## src/rtl/aes_pkg.sv

```systemverilog
// Shared AES datapath definitions: FSM state encoding and default word geometry
// for the sequential shifter.
package aes_pkg;

   localparam int DEF_WIDTH   = 32;
   localparam int DEF_SHAMT_W = 5;

   typedef enum logic [1:0] {
      ST_IDLE  = 2'd0,
      ST_SHIFT = 2'd1,
      ST_DONE  = 2'd2
   } state_t;

endpackage

```

## src/rtl/seq_shifter_step.sv

```systemverilog
// One-bit shift/rotate stage: moves data one position left or right, filling
// the vacated bit with zero or, when rotating, with the bit shifted out.
module seq_shifter_step #(
   parameter int WIDTH = 32
) (
   input  logic [WIDTH-1:0] data,
   input  logic             right,
   input  logic             rotate,
   output logic [WIDTH-1:0] result
);

   logic fill_left;
   logic fill_right;

   always_comb begin
      fill_left  = rotate & data[WIDTH-1];
      fill_right = rotate & data[0];
      if (right) begin
         result = {fill_right, data[WIDTH-1:1]};
      end else begin
         result = {data[WIDTH-2:0], fill_left};
      end
   end

endmodule

```

## src/rtl/seq_shifter.sv

```systemverilog
// Multi-cycle shift engine, one bit position per clock between two valid/ready
// handshakes. Define SEQ_SHIFTER_ROTATE_EN to add the rotate input.
module seq_shifter
   import aes_pkg::*;
#(
   parameter int WIDTH   = DEF_WIDTH,
   parameter int SHAMT_W = DEF_SHAMT_W
) (
   input  logic               clk,
   input  logic               rst,
   input  logic               in_valid,
   output logic               in_ready,
   input  logic [WIDTH-1:0]   in,
   input  logic [SHAMT_W-1:0] shift_amount,
   input  logic               right,
`ifdef SEQ_SHIFTER_ROTATE_EN
   input  logic               rotate,
`endif
   output logic               out_valid,
   input  logic               out_ready,
   output logic [WIDTH-1:0]   out,
   output logic               busy
);

   state_t             state;
   state_t             state_nx;
   logic               accept;
   logic [WIDTH-1:0]   data_p0;
   logic [WIDTH-1:0]   step_data;
   logic [SHAMT_W-1:0] cnt;
   logic               dir;
   logic               rot;

   // Control: state register
   always_ff @(posedge clk) begin
      if (rst) begin
         state <= ST_IDLE;
      end else begin
         state <= state_nx;
      end
   end

   // Next-state and handshake decode; unused encodings fall back to IDLE
   always_comb begin
      state_nx  = ST_IDLE;
      accept    = 1'b0;
      in_ready  = 1'b0;
      out_valid = 1'b0;
      busy      = 1'b0;
      case (state)
         ST_IDLE: begin
            in_ready = 1'b1;
            accept   = in_valid;
            if (in_valid) begin
               state_nx = (shift_amount != '0) ? ST_SHIFT : ST_DONE;
            end else begin
               state_nx = ST_IDLE;
            end
         end
         ST_SHIFT: begin
            busy     = 1'b1;
            state_nx = (cnt == SHAMT_W'(1)) ? ST_DONE : ST_SHIFT;
         end
         ST_DONE: begin
            busy      = 1'b1;
            out_valid = 1'b1;
            state_nx  = out_ready ? ST_IDLE : ST_DONE;
         end
         default: begin
            state_nx = ST_IDLE;
         end
      endcase
   end

   // Datapath: load at accept, one step per SHIFT cycle, hold otherwise
   always_ff @(posedge clk) begin
      if (rst) begin
         data_p0 <= '0;
         cnt     <= '0;
         dir     <= 1'b0;
      end else if (accept) begin
         data_p0 <= in;
         cnt     <= shift_amount;
         dir     <= right;
      end else if (state == ST_SHIFT) begin
         data_p0 <= step_data;
         cnt     <= cnt - SHAMT_W'(1);
      end
   end

`ifdef SEQ_SHIFTER_ROTATE_EN
   always_ff @(posedge clk) begin
      if (rst) begin
         rot <= 1'b0;
      end else if (accept) begin
         rot <= rotate;
      end
   end
`else
   assign rot = 1'b0;
`endif

   seq_shifter_step #(
      .WIDTH (WIDTH)
   ) u_step (
      .data   (data_p0),
      .right  (dir),
      .rotate (rot),
      .result (step_data)
   );

   // out is the working register itself; it is only meaningful with out_valid
   assign out = data_p0;

endmodule

```

## config.mk

```make
export PLATFORM = sky130hd
export DESIGN_NAME = seq_shifter
export DESIGN_NICKNAME = d
export VERILOG_FILES = /design/src/rtl/aes_pkg.sv /design/src/rtl/seq_shifter_step.sv /design/src/rtl/seq_shifter.sv
export SDC_FILE = /design/constraint.sdc
export NUM_CORES = 1
export LEC_CHECK = 0
export CORE_ASPECT_RATIO = 1.1
export CORE_MARGIN = 5
export CORE_UTILIZATION = 31
export CTS_CLUSTER_DIAMETER = 150
export CTS_CLUSTER_SIZE = 20
export DETAILED_ROUTE_END_ITERATION = 6
export SLEW_MARGIN = 0
export SYNTH_ARGS = -nofsm -noshare
export SYNTH_HDL_FRONTEND = slang
export SYNTH_SLANG_ARGS = --single-unit
```

## constraint.sdc

```tcl
create_clock -name clk -period 3.97 [get_ports clk]
set_input_delay 0.397 -clock clk [delete_from_list [all_inputs] [get_ports clk]]
set_output_delay 0.397 -clock clk [all_outputs]
set_load 0.05 [all_outputs]
```

Yosys cells after proc, flatten, opt, wreduce, memory -nomap -nowiden
Cells that the tools add are included.
{ "classes": {"n_bitwise": 0, "mux": 14, "n_addsub": 1, "eq_ne": 3, "order_cmp": 0, "div": 0, "reduce_logical": 4, "shifts": 0, "multipliers": 0} }
{ "op_table": {"columns": ["cell", "n"], "rows": [
  ["32-bit 2-to-1 mux", 3],
  ["5-bit 2-to-1 mux", 2],
  ["2-bit 2-to-1 mux", 4],
  ["2-bit one-hot mux with 3 select lines", 1],
  ["5-bit by 1-bit equality test with 1-bit output (second input constant)", 1],
  ["5-bit nonzero test", 1],
  ["5-bit by 1-bit subtractor with 5-bit output (second input constant)", 1],
  ["1-bit 2-to-1 mux", 4],
  ["2-bit by 1-bit equality test with 1-bit output (second input constant)", 1],
  ["2-bit equality test (second input constant)", 1],
  ["2-bit zero test", 1],
  ["2-bit nonzero test", 1],
  ["2-bit OR reduction", 1]
]} }
{ "word_totals": {"mem_bits_rw": 0, "latchBits": 0, "ff_bits": 40, "word_cells": 26, "rom_bits": 0, "mem_count": 0, "out_inout_bits": 35, "inputBits": 42} }

Longest topological paths before layout
Gate-level depths: netlist of the first run.
{ "depth": {"depth_word": 4, "depth_mapped": 7, "depth_no_buf": 5} }

Cells and area by module
Synthesis of the first run repeated with hierarchy kept, for this count alone.
{ "unflattened": {"cells_unflattened": 237, "area_unflattened_um2": 2407.3} }
{ "by_module_without_submodules": {"columns": ["mod", "instances", "seq_area_each_um2", "area_per_inst_um2", "cells_per_inst"], "rows": [
  ["seq_shifter", 1, 800.8, 1883.1, 197],
  ["seq_shifter_step", 1, 0.0, 524.3, 40]
]} }

Least setup slack after synthesis of the first run
No wires, ideal clock.
{ "synth_path": {"kind": "reg2reg", "from": "register state[0]", "to": "register data_p0[10] (netlist: out[10])", "period_less_slack_ns": 1.798, "setup_time_ns": 0.132, "stages_incl_launch_ff": 8, "n_path_buf": 2, "t_arrival_ns": 1.666, "path_slack_ns": 2.172, "required_ns": 3.838, "cell_sequence": "dfxtp_1 -> inv_1 -> ha_1 -> and2_1 -> buf_2 -> clkbuf_1 -> a211o_1 -> a21oi_1"} }
{ "synth_via": {"elab_chain_len": 3, "word_cells_on_any_way": 5, "classes_between": "eq/ne (1); mux (2); reduce/logical (2)"} }
{ "synth_rtl": {"columns": ["item", "line_no", "text"], "rows": [
  ["start: declaration", "seq_shifter.sv:25", "state_t state;"],
  ["start signal: assignment", "seq_shifter.sv:39", "state <= state_nx;"],
  ["2-bit zero test", "seq_shifter.sv:50", "case (state)"],
  ["1-bit 2-to-1 mux", "seq_shifter.sv:50", null],
  ["32-bit 2-to-1 mux or 2-bit nonzero test (tied branches)", null, null],
  ["end signal: assignment", "seq_shifter.sv:82", "data_p0 <= in;"],
  ["end signal: assignment", "seq_shifter.sv:86", "data_p0 <= step_data;"],
  ["end: declaration", "seq_shifter.sv:28", "logic [WIDTH-1:0] data_p0;"]
]} }
Parallel ways exist; a longest one is shown, timed or not.
A chain may end at the register's enable or synchronous reset.

Worst setup path in the final report of the first run
{ "layout_path": {"from": "register state[0]", "to": "output busy"} }
{ "layout_via": {"elab_chain_len": 3, "word_cells_on_any_way": 4, "classes_between": "eq/ne (2); mux (1); reduce/logical (1)"} }
{ "layout_rtl": {"columns": ["item", "line_no", "text"], "rows": [
  ["2-bit by 1-bit equality test with 1-bit output or 2-bit equality test (tied branches)", "seq_shifter.sv:50", null],
  ["2-bit OR reduction (no line) (*)", null, null],
  ["1-bit 2-to-1 mux (*)", "seq_shifter.sv:50", null],
  ["end: declaration", "seq_shifter.sv:22", "output logic busy"]
]} }
Mark *: on every way between the ends. The rest lies on a longest branch, timed or not.

==> metrics, run 1 <==
outcome=finished clean; metal3 WL=361 um; Synth Area in Adders=3.40%; Num Clock Sinks=40; met2 wire length=2590 um; final setup fails=0; Tot GR Track Use=12.8%; Comb pwr share=37.8%; fin. max-slew vios=0; Crit-path slowest cell=clkdlybuf4s50_1; Core Util, Final=44.3%; synth warn=0; initial antenna violation count=0; top sig layer=met4; largest net degree at the start of global routing=44; Final Hold Violating Endpoints=0; detailed-route DRC error count=0; Hold Path Stages=2; synthesized netlist cell count=266; vias in the first global route=1931; Sw Ratio=37.4%; worst-path fanout max=3; RR Startpoint=state[1]; Worst Hold Class=reg2reg; fmax=455 MHz; Post-CTS Setup Inserts=0; Peak VDD IR=0.194 mV; CP Capture Type=output pin; effective utilization at floorplan=31.7%; layout cells sized above 1=4.26%; post-synthesis simple-gate area fraction=16.1%; hpwl dp=4020 um; Largest delay share family, worst path=buffers and inverters; placed cell count=406; CORE AREA=6970 sq um; CTS tree=built; via count=2078; antenna cell count=0; final net count=376; most common cell after layout, fill and taps aside=clkdlybuf4s50_1; H-tree depth=2; Root Buffer=clkbuf_8; post-route antenna net violation count=0; cell-internal power=0.792 mW; first-pass detailed-route iteration total=4; Period Utilization, post-route=55.3%; Reg2Reg Depth=6; total negative slack=0 ns; FF+latch count, synth=40; critical path launch point type=flop; Site Rows=32; register area share after synthesis=36.3%; Worst EP arrival=1.80 ns; unrepaired setup endpoints after global routing=no; most frequent cells in the layout=76 x clkdlybuf4s50_1, 39 x dfxtp_1, 37 x nor2_1, 36 x nand2_1, 32 x a21oi_1; pwr dens=410 nW/um^2; DRT iter0 DRCs=61; R2R Setup Slk=1.91 ns; maximum clock insertion buffer count=2; Worst-Margin Slew=0.964 ns; crit path cell chain=inv_1 -> ha_1 -> clkdlybuf4s50_1; vias per cell=5.02; first-pass GRT wire length=9650 um; Clock Latency Late Sink=0.29 ns; WL final=5820 um; Worst EP required=3.57 ns; IO buf count=76; WP depth=3; Avg Inst Size Synth=8.29 sq um; total CTS buffers=5; I/O Pins=77; Netlist cell types=30; Synth Cell Area=2210 sq um; GPL Wtd Cong=0.716; Setup crit start=state[0]; Synth Area in Compound Gates=23.3%; Tmin final=2.20 ns; Filler Cells Inserted=737; XOR/XNOR Fraction of Synth Area=1.59%; Die Footprint=8900 sq um; GR Overflow Total=0; Synthesized Nets=314; largest family of logic cells by synthesized area=compound AO/OA/AOI/OAI gates; CTS clk-pin slew, worst paths=0.08 ns; Clock Skew=0.00776 ns; met1 wire length=2780 um; Leakage=1.09 nW; Buf+Inv Stages, Crit Path=2; Crit Reg-Reg Endpoint=out[15]; # hold bufs at CTS=0; CP Class=reg2out; Die Span Y=98.5 um; # resized after CTS=0; Setup crit end=busy; WL per Instance=14.1 um; sequential fraction of design power=39.9%; Clk pwr share=22.3%; area delta synth->final=39.8%; Die Span X=90.4 um; post-route insts no fill=414; worst relative slew slack=35.7%; sw power=0.473 mW; Max stage delay on crit path=0.79 ns; Max-Cap Viols=0; mux contribution to synthesized area=13.6%
per-stage QoR:
stage | power (mW) | cell area [sq um] | setup WS (ns) | hold slack, ns
floorplan | 0.838 | 2210 | 2.17 | 0.533
global placement | 0.991 | 2990 | 1.78 | 0.517
detailed placement | 0.996 | 2990 | 1.75 | 0.516
CTS | 1.28 | 3080 | 1.76 | 0.537
global route | 1.34 | 3080 | 1.69 | 0.559
finish | 1.26 | 3080 | 1.77 | 0.529
flip-flops by register name, summed over array words and instances (netlist names):
name   cells
cnt        5
dir        1
out       32
state      2
how the worst min path moves through the flow:
stage	from	end	slack [ns]
detailed placement	out[31]	out[31]	0.52
global placement	out[31]	out[31]	0.52
CTS	out[31]	out[31]	0.54
global route	out[31]	out[31]	0.56
floorplan	right	dir	0.53
finish	out[31]	out[31]	0.53
synthesized netlist by cell type:
cell	instances	area, sq um
dfxtp_1	40	801
nor2_1	37	139
nand2_1	36	135
a21oi_1	32	160
a211o_1	30	263
mux2i_1	30	300
clkbuf_1	12	45.0
buf_2	7	35.0
ha_1	6	75.1
a211oi_1	5	37.5
inv_1	5	18.8
buf_1	3	11.3
xnor2_1	3	26.3
a311oi_1	2	17.5
buf_4	2	15.0
nand2b_1	2	12.5
a311oi_2	1	15.0
and2_1	1	6.26
and4bb_2	1	12.5
nand3b_1	1	7.51
nand4b_1	1	8.76
nor2b_1	1	6.26
nor3_1	1	5.00
nor4b_1	1	8.76
o211ai_1	1	7.51
o21ai_0	1	5.00
o41ai_1	1	8.76
or3_1	1	6.26
or4_1	1	7.51
xor2_1	1	8.76
worst register-to-register path: stages, from the launching register on:
cell     delay, ns
dfxtp_1       0.33
inv_1         0.08
ha_2          0.67
buf_4         0.43
nor2_1        0.09
a211o_1       0.28
a21oi_1       0.11
power groups by stage:
stage	clock, mW	sequential [mW]	combinational (mW)
global placement	0	0.516	0.476
detailed placement	0	0.515	0.481
floorplan	0	0.617	0.221
CTS	0.291	0.506	0.483
finish	0.281	0.505	0.478
global route	0.309	0.514	0.518
cell type report:
type,count,area [sq um],share of cell area (%)
timing repair buffer,79,783,25.4
sequential,40,802,26.0
clock buffer,8,90.1,2.92
tap,85,106,3.45
inverter,5,18.8,0.609
multi-input combinational,197,1280,41.6
logic make-up (layout without fill, tap and decap cells):
kind of cell,count (synthesis),count (layout)
xor gates and xnor gates,4,4
buffers and inverters,29,92
adders and majority gates,6,6
and+or+nand+nor,84,84
muxes,30,30
DFF,40,40
AOI/OAI and AO/OA,73,73
layer usage:
| metal | up-vias | GRT usage (%) |
|---|---|---|
| li1 | 1061 | - |
| met1 | 947 | 16.9 |
| met2 | 61 | 20.2 |
| met3 | 9 | 3.74 |
| met4 | 0 | 4.12 |
| met5 | - | 0 |
(Power assumes the default switching activity.)
==> inputs of run 2 (changes only) <==
clock period = 2.2 ns   (was 3.97 ns; I/O delays follow)
==> run 2 against run 1 <==
Effect of this change: critical endpoint unchanged; largest cell class unchanged; count of clock-buffer cells in the layout fell by 2; utilization is 0.50 points higher; global-route usage is 0.26 points higher.
==> metrics, run 2 (synthesis results as in run 1) <==
total power=2.25 mW (+78%); fmax=496 MHz; Post-DP Area=3040 sq um (+1.6%); CP Class=reg2out; Filler Cells Inserted=748 (+1.5%); antenna cell count=0 (unchanged); unrepaired setup endpoints after global routing=no; final net count=379 (+0.80%); maximum clock insertion buffer count=2 (unchanged); DRT iter0 DRCs=56 (-8.2%); WL per Instance=14.0 um (-0.14%); # resized after CTS=0 (unchanged); Worst EP arrival=1.80 ns (about the same); Worst-Margin Slew=0.524 ns (-0.440 ns); pwr dens=722 nW/um^2 (+76%); Comb pwr share=39.4% (+1.6 points); IO buf count=76 (unchanged); via count=2088 (+0.48%); layout cells sized above 1=5.14% (+0.88 points); crit path cell chain=inv_1 -> ha_1 -> clkdlybuf4s50_1; Die Span Y=98.5 um (unchanged); fin. max-slew vios=0 (unchanged); sequential cell area=802 sq um (unchanged); Crit-path slowest cell=clkdlybuf4s50_1; Die Span X=90.4 um (unchanged); post-route antenna net violation count=0 (unchanged); cell-internal power=1.40 mW (+77%); CORE AREA=6970 sq um (unchanged); critical path launch point type=flop; total negative slack=0 ns (unchanged); Peak VDD IR=0.334 mV (+72%); Core Util, Final=44.8% (+0.50 points); Num Clock Sinks=40 (unchanged); Setup WS pre-CTS=0.394 ns (-1.36 ns); final setup fails=0 (unchanged); Tmin final=2.02 ns; first-pass GRT wire length=9780 um (+1.4%); WL final=5840 um (+0.34%); Buf+Inv Stages, Crit Path=2 (unchanged); CTS tree=built; Final Hold Violating Endpoints=0 (unchanged); initial antenna violation count=0 (unchanged); total CTS buffers=5 (unchanged); most frequent cells in the layout=76 x clkdlybuf4s50_1, 39 x dfxtp_1, 37 x nor2_1, 36 x nand2_1, 32 x a21oi_1; hpwl dp=3930 um (-2.3%); sw power=0.850 mW (+80%); H-tree depth=2 (unchanged); Max-Cap Viols=0 (unchanged); area of the multi-input gates=1280 sq um (unchanged); Largest delay share family, worst path=buffers and inverters; Die Footprint=8900 sq um (unchanged); Period Utilization, post-route=91.6%; Clk pwr share=20.6% (-1.7 points); effective utilization at floorplan=31.7% (unchanged); # hold bufs at CTS=0 (unchanged); outcome=finished clean; largest net degree at the start of global routing=65 (+48%); max reg flops=32 (unchanged); Sw Ratio=37.8% (+0.40 points); Max stage delay on crit path=0.79 ns (about the same); Clock Skew=0.00595 ns (-0.00181 ns); detailed-route DRC error count=0 (unchanged); area delta synth->final=41.4%; R2R Setup Slk=0.56 ns (-1.35 ns); CP Capture Type=output pin; sequential fraction of design power=40.0% (about the same); first-pass detailed-route iteration total=5 (+1); GPL Wtd Cong=0.730 (+2.0%); I/O Pins=77 (unchanged); Clock Latency Late Sink=0.28 ns (about the same); Leakage=1.11 nW (+1.6%); Post-CTS Setup Inserts=0 (unchanged); GR Overflow Total=0 (unchanged); worst-path fanout max=3 (unchanged); CTS clk-pin slew, worst paths=0.08 ns (about the same); vias in the first global route=2038 (+5.5%); most common cell after layout, fill and taps aside=clkdlybuf4s50_1; PnR worst setup slack=0.185 ns (-1.59 ns); Root Buffer=clkbuf_8; Tot GR Track Use=13.1% (+0.26 points); Site Rows=32 (unchanged); vias per cell=5.02 (about the same); Final Instance Area=3120 sq um (+1.1%); worst relative slew slack=64.9% (+29 points); Worst EP required=1.98 ns (-1.59 ns); Worst Hold Class=in2reg
-- run 2: final timing paths --
| kind | startpoint | endpoint | depth (start not counted) |
|---|---|---|---|
| setup / recovery | state[1] | busy | 3 |
| setup reg to reg | state[1] | cnt[4] | 6 |
| hold / removal | in[28] | out[28] | 3 |
| hold reg to reg | out[31] | out[31] | 2 |
-- run 2: power groups by stage --
stage                     Clock (mW)  Sequential [mW]  Combinational [mW]
after floorplan                    0             1.11               0.399
after CTS                      0.492            0.902               0.896
after global placement             0            0.919               0.884
after detailed placement           0            0.919               0.893
after global routing           0.520            0.917               0.958
final                          0.464            0.901               0.887
-- run 2: layout make-up --
cell class	count	area share, %
multi-input combinational	197	41.2
inverter	5	0.602
timing repair buffer	82	26.6
clock buffer	6	2.33
sequential	40	25.7
clock inverter	1	0.160
tap	85	3.41
-- run 2: layer usage --
layer  routed length (um)  vias to the layer above  global-route usage [%]
li1                     -                     1062                       -
met1                 2810                      970                    16.6
met2                 2600                       51                    21.0
met3                  353                        5                    4.66
met4                   71                        0                    3.78
met5                    0                        -                       0
-- run 2: through the flow --
step           hold WS, ns  std cells
6_report             0.480        416
5_1_grt              0.475        416
4_1_cts              0.465        416
3_5_place_dp         0.527        409
3_3_place_gp         0.525        409
2_1_floorplan        0.356        266
-- run 2: worst reg2reg max path, cell delays in order (launching register included) --
cell	delay [ns]
dfxtp_1	0.34
inv_1	0.09
ha_2	0.26
buf_4	0.31
and4bb_2	0.29
xnor2_1	0.06
a211oi_1	0.21
